`src/rtl/ifns_decode_arbiter.sv`:
```
// Round-robin arbiter sharing one IFNS (Fibonacci-weighted) 16-wire decoder
// among NUM_LANES receive lanes, with a one-entry registered output stage.
module ifns_decode_arbiter #(
  parameter int NUM_LANES = 4,
  parameter int LANE_W    = $clog2(NUM_LANES)
) (
  input  logic                    clk,
  input  logic                    rst_n,
  input  logic [NUM_LANES-1:0]    in_valid,
  input  logic [16*NUM_LANES-1:0] in_data,
  output logic [NUM_LANES-1:0]    in_ready,
  output logic                    out_valid,
  input  logic                    out_ready,
  output logic [10:0]             out_value,
  output logic                    out_ovf,
  output logic [LANE_W-1:0]       out_lane,
  output logic [15:0]             word_count
);

  // Weight of wire d1..d16; the sequence skips 987 before the top wire.
  localparam logic [11:0] WEIGHTS [16] = '{
    12'd1,   12'd1,   12'd2,   12'd3,   12'd5,   12'd8,   12'd13,  12'd21,
    12'd34,  12'd55,  12'd89,  12'd144, 12'd233, 12'd377, 12'd610, 12'd1597
  };

  function automatic logic [11:0] ifns_decode(input logic [15:0] cw);
    logic [11:0] sum;
    sum = '0;
    for (int i = 0; i < 16; i++) begin
      if (cw[i]) sum = sum + WEIGHTS[i];
    end
    return sum;
  endfunction

  logic [LANE_W-1:0] rr_q, rr_d;
  logic              out_valid_q;
  logic [10:0]       value_q;
  logic              ovf_q;
  logic [LANE_W-1:0] lane_q;
  logic [15:0]       count_q;

  logic              can_accept;
  logic              found_hi, found_lo;
  logic [LANE_W-1:0] hi_idx, lo_idx, gnt_idx;
  logic              grant;
  logic [15:0]       gnt_cw;
  logic [11:0]       gnt_sum;
  logic              out_hs;

  // NOTE: every signal gets a default at the top of always_comb so no path
  // leaves it unassigned, which would otherwise infer a latch.
  always_comb begin
    can_accept = !out_valid_q || out_ready;
    found_hi   = 1'b0;
    found_lo   = 1'b0;
    hi_idx     = '0;
    lo_idx     = '0;
    // Descending scan so the lowest index in each half overwrites last.
    for (int j = NUM_LANES - 1; j >= 0; j--) begin
      if (in_valid[j]) begin
        if (LANE_W'(j) >= rr_q) begin
          found_hi = 1'b1;
          hi_idx   = LANE_W'(j);
        end else begin
          found_lo = 1'b1;
          lo_idx   = LANE_W'(j);
        end
      end
    end
    gnt_idx = found_hi ? hi_idx : lo_idx;
    grant   = (found_hi || found_lo) && can_accept && rst_n;

    in_ready = '0;
    gnt_cw   = '0;
    for (int j = 0; j < NUM_LANES; j++) begin
      if (LANE_W'(j) == gnt_idx) begin
        in_ready[j] = grant;
        gnt_cw      = in_data[16*j +: 16];
      end
    end
    gnt_sum = ifns_decode(gnt_cw);

    rr_d = rr_q;
    if (grant) rr_d = (gnt_idx == LANE_W'(NUM_LANES - 1)) ? '0 : gnt_idx + 1'b1;

    out_hs = out_valid_q && out_ready;
  end

  // NOTE: state uses non-blocking assignments so all registers update from
  // pre-edge values; the output stage has only one entry, so every register
  // is reset, not just the valid flag.
  always_ff @(posedge clk or negedge rst_n) begin
    if (!rst_n) begin
      rr_q        <= '0;
      out_valid_q <= 1'b0;
      value_q     <= '0;
      ovf_q       <= 1'b0;
      lane_q      <= '0;
      count_q     <= '0;
    end else begin
      rr_q <= rr_d;
      if (grant) begin
        out_valid_q <= 1'b1;
        value_q     <= gnt_sum[10:0];
        ovf_q       <= gnt_sum[11];
        lane_q      <= gnt_idx;
      end else if (out_hs) begin
        out_valid_q <= 1'b0;
      end
      if (out_hs) count_q <= count_q + 16'd1;
    end
  end

  assign out_valid  = out_valid_q;
  assign out_value  = value_q;
  assign out_ovf    = ovf_q;
  assign out_lane   = lane_q;
  assign word_count = count_q;

endmodule

```
`config.mk`:
```
export PLATFORM = sky130hd
export DESIGN_NAME = ifns_decode_arbiter
export DESIGN_NICKNAME = d
export VERILOG_FILES = /design/src/rtl/ifns_decode_arbiter.sv
export SDC_FILE = /design/constraint.sdc
export NUM_CORES = 1
export LEC_CHECK = 0
export CAP_MARGIN = 20
export CORE_ASPECT_RATIO = 0.5
export CORE_MARGIN = 2
export CORE_UTILIZATION = 40
export DETAILED_ROUTE_END_ITERATION = 12
export HOLD_SLACK_MARGIN = 0.08
export PLACE_DENSITY = 0.66
export SLEW_MARGIN = 20
export SYNTH_ARGS = -nofsm -noshare
export SYNTH_HDL_FRONTEND = slang
export SYNTH_SLANG_ARGS = --single-unit
```
`constraint.sdc`:
```
create_clock -name clk -period 31 [get_ports clk]
set_clock_uncertainty 0.1 [all_clocks]
set_input_delay 3.1 -clock clk [delete_from_list [all_inputs] [get_ports clk]]
set_output_delay 3.1 -clock clk [all_outputs]
set_load 0.05 [all_outputs]
```
==> reports/metrics.cfg, run 1 <==
[final_layout]
final_layout_size_suffix_gt1_share_pct = 6.241
area_of_the_multi_input_gates_sq_mm = 0.003794
mostFrequentLayoutCells = sky130_fd_sc_hd__clkdlybuf4s50_1, sky130_fd_sc_hd__nand2_1, sky130_fd_sc_hd__nor2_1
sequential_cell_area_sq_um = 825.8
nets = 797
layout_area_growth_over_synthesis_pct = 28.61
n_fill_cell = 1120
antenna_cells = 0
commonest_non_fill_non_tap_cell_in_the_layout = sky130_fd_sc_hd__clkdlybuf4s50_1

[detailed_routing]
via_count = 4793
wl_mm = 13.13
post-route-drc-count = 0
firstDrtPassIters = 5
route.antenna.remaining_nets = 0
detail_route.wl_per_cell_um = 15.10
route.detailed.vias_per_inst = 5.509
detail_route.iter0.violations = 278

[timing]
tightestPinTransition_ps = 1070
period_needed_ps = 14620
finalHoldViolations = 0
maxClockFrequency_ghz = 0.06840
setup_tns_ps = 0
layout_worst_path_cycle_share_pct = 47.16
timing.slew.headroom_pct = 28.50
grt_setup_unrepaired = no
final_setup_fails = 0
final-max-slew-violation-count = 0

[critical_path]
path_class = primary input to flop
timing.critical_path.max_delay_family = compound AO/OA/AOI/OAI gates
end_kind = flop
cpPeakStageDelay_ps = 860
crit_slowest_cell = sky130_fd_sc_hd__ha_1
critical_path_peak_fanout = 25
critPathMostFrequentCell = sky130_fd_sc_hd__ha_1
crit_required_ps = 31050
cp-start-kind = primary input
regToRegSetupSlack_ps = 19420
timing.critical_path.arrival_ps = 14670
critPathBufInv = 5

[floorplan]
core-area_sq_mm = 0.01174
die_height_um = 81.41
die_x_um = 158.8
effective_utilization_at_floorplan_pct = 40.84
fp-row-count = 28
floorplan.io_pins = 106
fp.dieArea_sq_mm = 0.01293

[synthesis]
syn_nets = 699
per_instance_average_area_after_synthesis_sq_um = 7.897
number_of_flops_mapped_to_enable_cells_by_yosys = 0
synth.ff_latch_count = 33
syn-instance-count = 607
async_flop_share_pct = 100.0
synthesis.area_sq_mm = 0.004793
ys.flop_type = sky130_fd_sc_hd__dfrtp_1
yosysWarningCount = 0
synth.lib_cells_used.distinct = 87
ys_seq_area_share_pct = 17.23

[clock_tree]
clkLatencyLatePin_ps = 280
cts_resized = 0
clk_root_buffer_cell = sky130_fd_sc_hd__clkbuf_16
clock-sinks = 33
cts_inserted_buffers = 5
tritoncts = yes
post-cts-setup-buffer-count = 0
postCtsHoldBufs = 0
cts_buffer_depth = 2
cts-htree-levels = 2
cts.reportedPaths.clkPinSlew_ps = 50

[global_route]
grt.total_usage_pct = 19.74
grt-ovfl-total = 0
grt_first_pass_wirelength_mm = 21.31
maximum_number_of_pins_on_one_net_before_global_route_repair = 37
antenna_violations_before_repair = 0
first_global_vias = 4357

[place]
place.detailed.hpwl_mm = 10.52
portBuffers = 105
gp_routability_congestion = 0.8682

[run]
maxCapViolCount = 0

[outcome]
status = finished, final reports clean

[hold_path]
worst_hold_path_type = flop to flop

## cells by family after synthesis
group | share of synthesized area, %
flops | 17.23
compound gates | 26.34
xor+xnor | 20.15
fa+ha+maj | 5.482
buf+inv | 3.628
mux | 3.393
simple gates | 23.78
## final cells by class
| class | instances | share of cell area [%] |
|---|---|---|
| Multi-Input combinational cell | 529 | 61.54 |
| Sequential cell | 33 | 13.40 |
| Clock inverter | 2 | 0.5683 |
| Tap cell | 165 | 3.349 |
| Clock buffer | 5 | 2.030 |
| Timing Repair Buffer | 108 | 17.41 |
| Inverter | 28 | 1.705 |
## flip-flops by register name, indices dropped and copies added, names as in the netlist
signal	flops
rr_q	2
out_valid	1
out_value	11
word_count	16
out_lane	2
out_ovf	1
## layer usage
metal / track usage (%) / part of all wire (%) / up-vias
met3: 2.656 / 3.5 / 8
met2: 34.45 / 47 / 93
met1: 27.07 / 49 / 2281
met4: 2.477 / 0.68 / 0
li1: - / - / 2411
met5: 0 / 0 / -
## synthesized netlist by cell type (6+ instances only)
master / count / area share, %
sky130_fd_sc_hd__nand2_1: 73 / 5.7
sky130_fd_sc_hd__nor2_1: 50 / 3.9
sky130_fd_sc_hd__xnor2_1: 44 / 8.0
sky130_fd_sc_hd__a21oi_1: 42 / 4.4
sky130_fd_sc_hd__dfrtp_1: 33 / 17
sky130_fd_sc_hd__inv_1: 27 / 2.1
sky130_fd_sc_hd__o21ai_0: 27 / 2.8
sky130_fd_sc_hd__xor2_1: 26 / 4.8
sky130_fd_sc_hd__ha_1: 21 / 5.5
sky130_fd_sc_hd__nor3_1: 21 / 2.2
sky130_fd_sc_hd__nor2b_1: 13 / 1.7
sky130_fd_sc_hd__nand3_1: 11 / 1.1
sky130_fd_sc_hd__and2_1: 10 / 1.3
sky130_fd_sc_hd__and3_1: 10 / 1.3
sky130_fd_sc_hd__clkbuf_1: 9 / 0.70
sky130_fd_sc_hd__nand2b_1: 9 / 1.2
sky130_fd_sc_hd__a221oi_1: 8 / 1.5
sky130_fd_sc_hd__mux2i_1: 8 / 1.7
sky130_fd_sc_hd__xnor3_1: 8 / 3.8
sky130_fd_sc_hd__a22oi_1: 7 / 1.1
sky130_fd_sc_hd__a21o_1: 6 / 0.94
sky130_fd_sc_hd__a31oi_1: 6 / 0.78
sky130_fd_sc_hd__xnor2_2: 6 / 2.0
## worst reg2reg max path: cells and delay by family, from the launching register on
| family | cells | cell delay, ps |
|---|---|---|
| AOI/OAI and AO/OA | 16 | 3620 |
| xor gates and xnor gates | 5 | 1310 |
| adders and majority gates | 9 | 3290 |
| buffers and inverters | 4 | 300 |
| DFF | 1 | 340 |
| muxes | 2 | 790 |
| and+or+nand+nor | 10 | 1680 |
## worst paths after layout
path / startpoint / end / cells past startpoint
worst min register to register: word_count[15]$_DFFE_PN0P_ / word_count[15]$_DFFE_PN0P_ / 1
worst min-delay path: word_count[15]$_DFFE_PN0P_ / word_count[15]$_DFFE_PN0P_ / 1
worst max-delay path: in_valid[3] / out_value[10]$_DFFE_PN0P_ / 47
worst max register to register: rr_q[0]$_DFFE_PN0P_ / out_value[10]$_DFFE_PN0P_ / 46
min in group asynchronous: rst_n / rr_q[0]$_DFFE_PN0P_ / 2
max in group asynchronous: rst_n / out_value[4]$_DFFE_PN0P_ / 2
## metrics by stage
stage                     area (sq um)  setup WS (ps)  instances  hold WS, ps  utilization, %
after floorplan                   4793          18000        607        419.8               -
after global placement            6005          16590        863        366.7           51.16
after detailed placement          6005          16240        863        372.6           51.16
after CTS                         6165          16470        870        379.7           52.53
after global routing              6165          15350        870        409.8           52.53
final                             6165          16380        870        376.4           52.53
Power of run 1 is left out: the tool's default activity adds up to more than one toggle a clock period on the data nets, which glitch-free logic cannot reach.
==> run 2, diff against run 1 <==
Clock period 31 ns to 13.9 ns, I/O delays scaled along.
==> run 2 against run 1 <==
Non-clock buffer count up 1; critical endpoint unchanged; clock-buffer cell count up 1; cell count up 0.23%; largest cell class unchanged; worst setup slack worse by 15000 ps; global-route usage up 0.31 points; critical path depth up 2; first-iteration DRC count up 14%; register-to-register slack worse by 17000 ps.
==> reports/metrics.cfg, run 2 (synthesis results as in run 1) <==
[critical_path]
cpPeakStageDelay_ps = 550
timing.critical_path.arrival_ps = 12650
endpoint = out_value[10]$_DFFE_PN0P_
end_kind = flop
worstSetupStartpoint = in_valid[3]
crit_required_ps = 13960
regToRegSetupSlack_ps = 2660
r2r_cells = 48
worst_r2r_endpoint = out_value[10]$_DFFE_PN0P_
path_class = primary input to flop
ff_to_ff_start = rr_q[0]$_DFFE_PN0P_
critical_path_peak_fanout = 7
crit_slowest_cell = sky130_fd_sc_hd__clkdlybuf4s50_1
cp-start-kind = primary input
critPathMostFrequentCell = sky130_fd_sc_hd__ha_1

[timing]
final_setup_fails = 0
period_needed_ps = 12590
finalHoldViolations = 0
layout_worst_path_cycle_share_pct = 90.56
timing.slew.headroom_pct = 38.61
tightestPinTransition_ps = 919.0
setup_tns_ps = 0
final-max-slew-violation-count = 0
grt_setup_unrepaired = no
worst_hold_slack_ps = 371.6
maxClockFrequency_ghz = 0.07944

[detailed_routing]
detail_route.iter0.violations = 318
wl_mm = 13.40
via_count = 4818
route.antenna.remaining_nets = 0
route.detailed.vias_per_inst = 5.525
firstDrtPassIters = 5
post-route-drc-count = 0
detail_route.wl_per_cell_um = 15.36

[clock_tree]
postCtsHoldBufs = 0
clk_root_buffer_cell = sky130_fd_sc_hd__clkbuf_16
cts_buffer_depth = 2
cts_inserted_buffers = 5
cts_resized = 0
clkLatencyLatePin_ps = 270
post-cts-setup-buffer-count = 0
clock-sinks = 33
cts.reportedPaths.clkPinSlew_ps = 50
cts-htree-levels = 2
tritoncts = yes

[floorplan]
fp.dieArea_sq_mm = 0.01293
die_x_um = 158.8
floorplan.io_pins = 106
effective_utilization_at_floorplan_pct = 40.84
core-area_sq_mm = 0.01174
fp-row-count = 28
die_height_um = 81.41

[final_layout]
antenna_cells = 0
final_util_pct = 52.73
final_layout_size_suffix_gt1_share_pct = 6.506
layout_area_growth_over_synthesis_pct = 29.10
commonest_non_fill_non_tap_cell_in_the_layout = sky130_fd_sc_hd__clkdlybuf4s50_1
largest_register_ff_count = 16
post-route-cell-area_sq_mm = 0.006188
mostFrequentLayoutCells = sky130_fd_sc_hd__clkdlybuf4s50_1, sky130_fd_sc_hd__nand2_1, sky130_fd_sc_hd__nor2_1
nets = 798

[global_route]
maximum_number_of_pins_on_one_net_before_global_route_repair = 35
grt_first_pass_wirelength_mm = 21.47
antenna_violations_before_repair = 0
first_global_vias = 4485
grt.total_usage_pct = 20.05
grt-ovfl-total = 0

[place]
gp_routability_congestion = 0.9181
place.detailed.hpwl_mm = 10.75
portBuffers = 105
place_area_sq_mm = 0.006012

[outcome]
status = finished, final reports clean

[hold_path]
worst_hold_path_type = flop to flop

[run]
maxCapViolCount = 0

## run 2: cell types whose count changed in the layout (fill, tap and decap cells not counted), sizes merged
cell / change
clkinvlp: +1
buf: +1
clkinv: -1
clkbuf: +1
## run 2: area by class of cell
cell class,count,area (sq um)
timing repair buffer,109,1081
multi-input combinational,529,3794
inverter,28,105.1
clock inverter,2,37.54
clock buffer,6,138.9
tap,165,206.4
sequential,33,825.8
fill,1101,5548
## run 2: how the worst min path moves through the flow
| stage | slack [ps] | to | from | cells past startpoint |
|---|---|---|---|---|
| 6_report | 370 | word_count[15]$_DFFE_PN0P_ | word_count[15]$_DFFE_PN0P_ | 1 |
| 5_1_grt | 400 | word_count[15]$_DFFE_PN0P_ | word_count[15]$_DFFE_PN0P_ | 1 |
| 3_5_place_dp | 370 | out_value[1]$_DFFE_PN0P_ | out_value[1]$_DFFE_PN0P_ | 2 |
| 3_3_place_gp | 370 | out_value[8]$_DFFE_PN0P_ | out_value[8]$_DFFE_PN0P_ | 2 |
| 4_1_cts | 380 | word_count[15]$_DFFE_PN0P_ | word_count[15]$_DFFE_PN0P_ | 1 |
| 2_1_floorplan | 420 | rr_q[1]$_DFFE_PN0P_ | rr_q[1]$_DFFE_PN0P_ | 2 |
## run 2: metal layers
metal	vias up	track usage, %	share of wire (%)
li1	2419	-	-
met1	2287	26.64	49
met2	97	35.33	47
met3	15	2.503	3.3
met4	0	4.771	1.3
met5	-	0	0
## run 2: through the flow
stage               cells  worst slack, ps
detailed placement    864             1263
finish                872             1312
global placement      864             1513
floorplan             607             2611
global route          872            388.6
CTS                   872             1453
## run 2: worst max-delay path, delay by kind of cell
kind	cells	cell delay [ps]
AOI/OAI and AO/OA	16	3690
xor gates and xnor gates	5	1330
adders and majority gates	9	2720
buffers and inverters	6	980
muxes	2	800
and+or+nand+nor	11	1710
Power of run 2 is left out for the same reason.
==> run 3, diff against run 2 <==
Settings changed: TNS_END_PERCENT set to 100.
==> results of run 3 <==
Same layout as run 2: the final DEF is identical, and so are final timing and power.
Power of run 3 is left out for the same reason.
